$ cat src/rtl/wb_trace_capture.sv
`default_nettype none
// ============================================================================
// Module   : wb_trace_capture
// Purpose  : Captures retiring register writebacks (register index, data and
//            a 16-bit cycle stamp) into a small FIFO that a trace consumer
//            drains with a valid/ready handshake. A capture that arrives while
//            the FIFO is full and not being popped is dropped. Each drop sets a
//            sticky overflow flag and bumps a saturating drop counter.
// Ports    : clk, reset_n (sync, active-low)
//            trace_en, write_register_out_stage_5, write_data_stage_5,
//            RegWrite_out_stage_5       -- writeback observation
//            trace_valid, trace_ready, trace_reg, trace_data, trace_stamp
//                                       -- head-of-FIFO handshake
//            trace_count, overflow, drop_count -- status
// Params   : DEPTH -- FIFO entries, power of two (>= 2)
// Revision : 1.0  initial release
// ============================================================================
module wb_trace_capture #(
   parameter int DEPTH = 8
) (
   input  logic               clk,
   input  logic               reset_n,
   input  logic               trace_en,
   input  logic [4:0]         write_register_out_stage_5,
   input  logic signed [63:0] write_data_stage_5,
   input  logic               RegWrite_out_stage_5,
   output logic               trace_valid,
   input  logic               trace_ready,
   output logic [4:0]         trace_reg,
   output logic signed [63:0] trace_data,
   output logic [15:0]        trace_stamp,
   output logic [3:0]         trace_count,
   output logic               overflow,
   output logic [7:0]         drop_count
);

   localparam int               c_aw      = $clog2(DEPTH);
   localparam logic [c_aw:0]    c_ptr_one = (c_aw+1)'(1);

   // Entry layout: {reg[84:80], data[79:16], stamp[15:0]}
   logic [84:0]     r_mem [DEPTH];
   logic [c_aw:0]   r_wr_ptr;
   logic [c_aw:0]   r_rd_ptr;
   logic [15:0]     r_stamp;
   logic            r_overflow;
   logic [7:0]      r_drop_count;

   logic            w_capture;
   logic            w_empty;
   logic            w_full;
   logic            w_pop;
   logic            w_push;
   logic            w_drop;
   logic [84:0]     w_head;
   logic [c_aw:0]   w_occupancy;

   // Writes to x0 never produce a trace entry and never count as drops.
   assign w_capture = RegWrite_out_stage_5 && trace_en &&
                      (write_register_out_stage_5 != 5'd0);

   assign w_empty = (r_wr_ptr == r_rd_ptr);
   assign w_full  = (r_wr_ptr[c_aw] != r_rd_ptr[c_aw]) &&
                    (r_wr_ptr[c_aw-1:0] == r_rd_ptr[c_aw-1:0]);

   // Pop depends only on registered pointers plus ready, so trace_valid
   // itself never depends on trace_ready.
   assign w_pop  = !w_empty && trace_ready;
   // When full, a simultaneous pop frees the head slot. That slot is the one
   // the write pointer addresses, so the new entry lands there on the same edge.
   assign w_push = w_capture && (!w_full || w_pop);
   assign w_drop = w_capture && w_full && !w_pop;

   always_ff @(posedge clk) begin
      if (!reset_n) begin
         r_wr_ptr     <= '0;
         r_rd_ptr     <= '0;
         r_stamp      <= 16'd0;
         r_overflow   <= 1'b0;
         r_drop_count <= 8'd0;
      end else begin
         r_stamp <= r_stamp + 16'd1;
         if (w_push) begin
            r_wr_ptr <= r_wr_ptr + c_ptr_one;
         end
         if (w_pop) begin
            r_rd_ptr <= r_rd_ptr + c_ptr_one;
         end
         if (w_drop) begin
            r_overflow <= 1'b1;
            if (r_drop_count != 8'hFF) begin
               r_drop_count <= r_drop_count + 8'd1;
            end
         end
      end
   end

   // Storage needs no reset: the pointers alone define which slots are live.
   // Writes are suppressed during reset so a capture in that cycle leaves no trace.
   always_ff @(posedge clk) begin
      if (reset_n && w_push) begin
         r_mem[r_wr_ptr[c_aw-1:0]] <= {write_register_out_stage_5,
                                       write_data_stage_5, r_stamp};
      end
   end

   assign w_head      = r_mem[r_rd_ptr[c_aw-1:0]];
   assign w_occupancy = r_wr_ptr - r_rd_ptr;

   assign trace_valid = !w_empty;
   assign trace_reg   = w_empty ? 5'd0  : w_head[84:80];
   assign trace_data  = w_empty ? 64'sd0 : signed'(w_head[79:16]);
   assign trace_stamp = w_empty ? 16'd0 : w_head[15:0];
   assign trace_count = 4'(w_occupancy);
   assign overflow    = r_overflow;
   assign drop_count  = r_drop_count;

endmodule
`default_nettype wire

$ cat config.mk
export PLATFORM = sky130hd
export DESIGN_NAME = wb_trace_capture
export DESIGN_NICKNAME = d
export VERILOG_FILES = /design/src/rtl/wb_trace_capture.sv
export SDC_FILE = /design/constraint.sdc
export NUM_CORES = 1
export LEC_CHECK = 0
export CAP_MARGIN = 20
export CORE_MARGIN = 1.5
export CORE_UTILIZATION = 55
export DETAILED_ROUTE_END_ITERATION = 8
export PLACE_DENSITY = 0.75
export SYNTH_ARGS = -nofsm -noshare
export SYNTH_HDL_FRONTEND = slang
export SYNTH_SLANG_ARGS = --single-unit
$ cat constraint.sdc
create_clock -name clk -period 20.2 [get_ports clk]
set_input_delay 5.05 -clock clk [delete_from_list [all_inputs] [get_ports clk]]
set_output_delay 5.05 -clock clk [all_outputs]
set_load 0.01 [all_outputs]
Yosys cells after proc, flatten, opt, wreduce, memory -nomap -nowiden
Memories as Yosys holds them, arrays and structs flattened. A register that Yosys moved wholly into a read port is not among the register bits.
Index checks and enable logic that the tools add are counted.

word-level totals
  bits in registers = 33
  memory bits (writable) = 680
  input port bits = 74
  memories kept = 1

memories
  memory  words  width  read ports  clocked after Yosys merged registers in  wr ports  line  source
  r_mem   8      85     1           1                                        1         41    logic [84:0] r_mem [DEPTH];

cells by class
  add/subtract/negate cells = 5
  equal/unequal tests = 4
  multiplexer cells = 7
  reductions and logical operators = 14

operator list
  kind                                                             number
  64-bit two-way mux                                               1
  16-bit by 1-bit adder with 16-bit output, second input constant  1
  16-bit two-way mux                                               1
  4-bit by 1-bit adder with 4-bit output, second input constant    2
  8-bit by 1-bit adder with 8-bit output, second input constant    1
  1-bit logical AND                                                8
  8-bit != test, second input constant                             1
  3-bit two-way mux                                                2
  5-bit two-way mux                                                1
  5-bit nonzero test                                               1
  4-bit equality test                                              1
  4-bit subtractor                                                 1
  3-bit equality test                                              1
  1-bit zero test                                                  3
  1-bit two-way mux                                                2
  2-bit AND reduction                                              1
  1-bit logical OR                                                 1
  1-bit != test                                                    1

Depth between registers and ports, before layout
  word-level depth = 8
  mapped depth = 7

Worst setup path before layout
No wires, ideal clock.

  path kind = input port to flip-flop
  start point = input port reset_n
  end point = memory r_mem[0][0] (enable)
  setup time = 0.633 ns
  arrival = 11.459 ns
  required time = 19.567 ns
  slack = 8.109 ns
  cell stages on the path = 4
  buffers on the path = 2
  path through = clkbuf_1 -> clkbuf_1 -> nand2_1 -> nor3_1

on the way
  longest elaborated chain between the ends = 3

RTL lines
  what                                     line  source
  start: declaration                       22    input logic reset_n,
  1-bit logical AND                        100   if (reset_n && w_push) begin
  1-bit two-way mux                        100
  1-bit two-way mux (implied by the code)  101   r_mem[r_wr_ptr[c_aw-1:0]] <= {write_register_out_stage_5,
  end: declaration                         41

No other way between the ends.

==> results.md <==
* Status: complete, no violations
* Fin nets at 1588
* Asr flop ratio synth at 0
* Synth Flop Type: edfxtp_1
* EDFF count, synth at 680
* # DRC at 0
* Synthesis Warnings at 0
* #FFs+latches synth at 716
* Largest net degree at the start of global routing at 77
* Worst Skew at 20.79 ps
* TritonCTS clock tree: done
* Filler cells at 3191
* Grt ovf at 0
* Area grow syn2layout at 17.70%
* Clock buffer count from CTS at 71
* Clock Path Buffers at 3
* Worst-Skew Late Latency at 580 ps
* Initial DRT Pass Iterations at 5
* Core area at 49150 µm²
* Die X at 226.5 µm
* Fmax at 106.1 MHz
* Fin Setup TNS at 0 ps
* Die area at 51310 µm²
* Crit start category: flip-flop
* Setup Buffers After CTS at 0
* Count of pins over their slew limit at 0
* Data required, critical path at 15150 ps
* GPL Wtd Cong at 0.7437
* Register area share after synthesis at 0.7694
* Max Cap Viol at 0
* Post-route antenna net violation count at 0
* Row cnt at 81
* Share of layout cells above drive strength 1 at 0.1987
* Maximum VDD drop at 0.05363 mV
* RSZ-0062 raised after global routing: no
* PostCTS Resize Cnt at 0
* Iter 0 DRT Violations at 990
* Synth cell types at 38
* WL final at 54.25 mm
* Global-route wire length before repair at 81.89 mm
* Vias in the first global route at 13700
* Via/cell ratio at 5.917
* Cell area power density at 99.91 nW/µm²
* H-tree levels at 3
* Tcrit/Tclk final at 0.4667
* WP data arrival at 4380 ps
* All-Layer GR Usage at 0.2180
* Clock transition at path regs at 60 ps
* Count of hold-fix buffers inserted at cts at 0
* Clock sink total at 716
* Crit-path max FO at 38
* WL per Instance at 24.41 µm
* Port Buffers at 172
* Post-Syn Nets at 1376
* Initial core utilization at 0.5590
* Synth Instances at 1294
* Post-Syn Area per Cell at 21.23 µm²
* Antenna violations before repair at 5
* DR vias at 13150
* Leak at 0.009847 µW
* Final design utilization at 0.6579
* Max-slew headroom at 0.2339
* Final HPWL DP at 28.96 mm
* Element type at the critical path end: output port
* Root buf cell: clkbuf_16
* WS Path Type: reg -> out
* Final min period at 9428 ps
* Hold/Removal Path Class: reg -> reg
* Worst Tran Pin Value at 1149 ps
* Mapped Area at 27480 µm²
* Final setup fails at 0
* Hold Vio Cnt, Final at 0
* Ports at 173
* Die Y at 226.5 µm
## per-stage QoR
stage	worst slack, ps	cell area [µm²]	hold WS [ps]	power, µW	cells
after floorplan	8109	27480	488.4	1853	1294
after global placement	11010	30040	478.2	1987	2095
after detailed placement	10990	30040	481.1	1991	2095
after CTS	10370	32280	505.8	3256	2217
after global routing	10360	32340	537.7	3334	2221
final	10770	32340	502.6	3231	2222
## placed cells by master (no fill, tap or decap), types with 7 or more instances in the layout
cell,count
clkdlybuf4s50_1,172
mux4_2,170
buf_4,28
xor2_1,7
bufinv_16,7
ha_1,7
a21oi_1,14
edfxtp_1,680
nand3_1,17
nor2_1,100
xnor2_1,7
nand2_1,18
dfxtp_1,33
o21ai_0,9
clkinv_1,14
mux2i_1,93
clkbuf_16,73
clkbuf_1,17
inv_1,13
## cell families after synthesis
logic type                 Yosys count  synth area share
AOI/OAI and AO/OA                   35          0.007741
adders and majority gates            8          0.003916
buffers and inverters               77           0.01170
muxes                              263            0.1732
DFF                                716            0.7694
xor gates and xnor gates            14          0.004463
and+or+nand+nor                    181           0.02960
## path summary, 6_finish.rpt
path                               startpoint             end  slack (ps)  depth (start not counted)
worst max register to register    r_wr_ptr[2]    r_mem[7][24]       16410                          7
worst min-delay path            drop_count[4]   drop_count[4]         500                          2
worst min register to register  drop_count[4]   drop_count[4]         500                          2
worst max-delay path                flip-flop  trace_data[34]       10770                          7
## state kept, by name (all words and copies together), names as in the netlist, named ones only
| name | flops |
|---|---|
| r_mem | 680 |
| r_stamp | 16 |
| drop_count | 8 |
| r_rd_ptr | 4 |
| r_wr_ptr | 4 |
| overflow | 1 |
## metal layers
| layer | vias up | wire length [µm] | GRT usage |
|---|---|---|---|
| li1 | 5732 | - | - |
| met1 | 6981 | 23100 | 0.3004 |
| met2 | 360 | 27290 | 0.3607 |
| met3 | 70 | 2977 | 0.04017 |
| met4 | 4 | 853 | 0.06258 |
| met5 | - | 27 | 0 |
## power by group
group          total [µW]  switching [µW]  internal, µW
Clock                1270             514           760
Sequential           1640            13.1          1630
Combinational         314             149           165
Total                3230             675          2560
## critical path: stages (launching register included)
cell and delay (ps):
dfxtp_4 780, buf_4 730, buf_4 560, buf_12 300
mux4_2 540, mux2i_1 200, nor2_1 90, clkdlybuf4s50_1 530
## Yosys cell counts, types with 2 or more instances
cell | instances | area [µm²]
buf_2 | 20 | 100.1
o21ai_0 | 9 | 45.04
and2_1 | 2 | 12.51
xnor2_1 | 7 | 61.31
inv_1 | 13 | 48.80
or3_1 | 6 | 37.54
nand2_1 | 18 | 67.56
or4_1 | 5 | 37.54
mux4_2 | 170 | 3829
nor4_1 | 4 | 25.02
o31ai_1 | 4 | 30.03
ha_1 | 7 | 87.58
nand2b_1 | 6 | 37.54
edfxtp_1 | 680 | 20420
clkbuf_1 | 32 | 120.1
o211ai_1 | 2 | 15.01
xor2_1 | 7 | 61.31
a31o_2 | 2 | 17.52
dfxtp_1 | 36 | 720.7
nand4_1 | 3 | 18.77
nand3_1 | 17 | 85.08
and3_1 | 4 | 25.02
nor3_1 | 9 | 45.04
buf_1 | 10 | 37.54
a21oi_1 | 14 | 70.07
nor2_1 | 103 | 386.6
mux2i_1 | 93 | 930.9
## layout make-up
type | instances | area, µm² | area share
sequential | 716 | 21150 | 0.6540
multi-input combinational | 501 | 6068 | 0.1876
timing repair buffer | 202 | 1979 | 0.06121
clock buffer | 93 | 1932 | 0.05974
tap | 664 | 830.8 | 0.02569
clock inverter | 29 | 317.8 | 0.009827
inverter | 14 | 52.55 | 0.001625
antenna | 3 | 7.507 | 0.0002321
(Power assumes the default switching activity.)
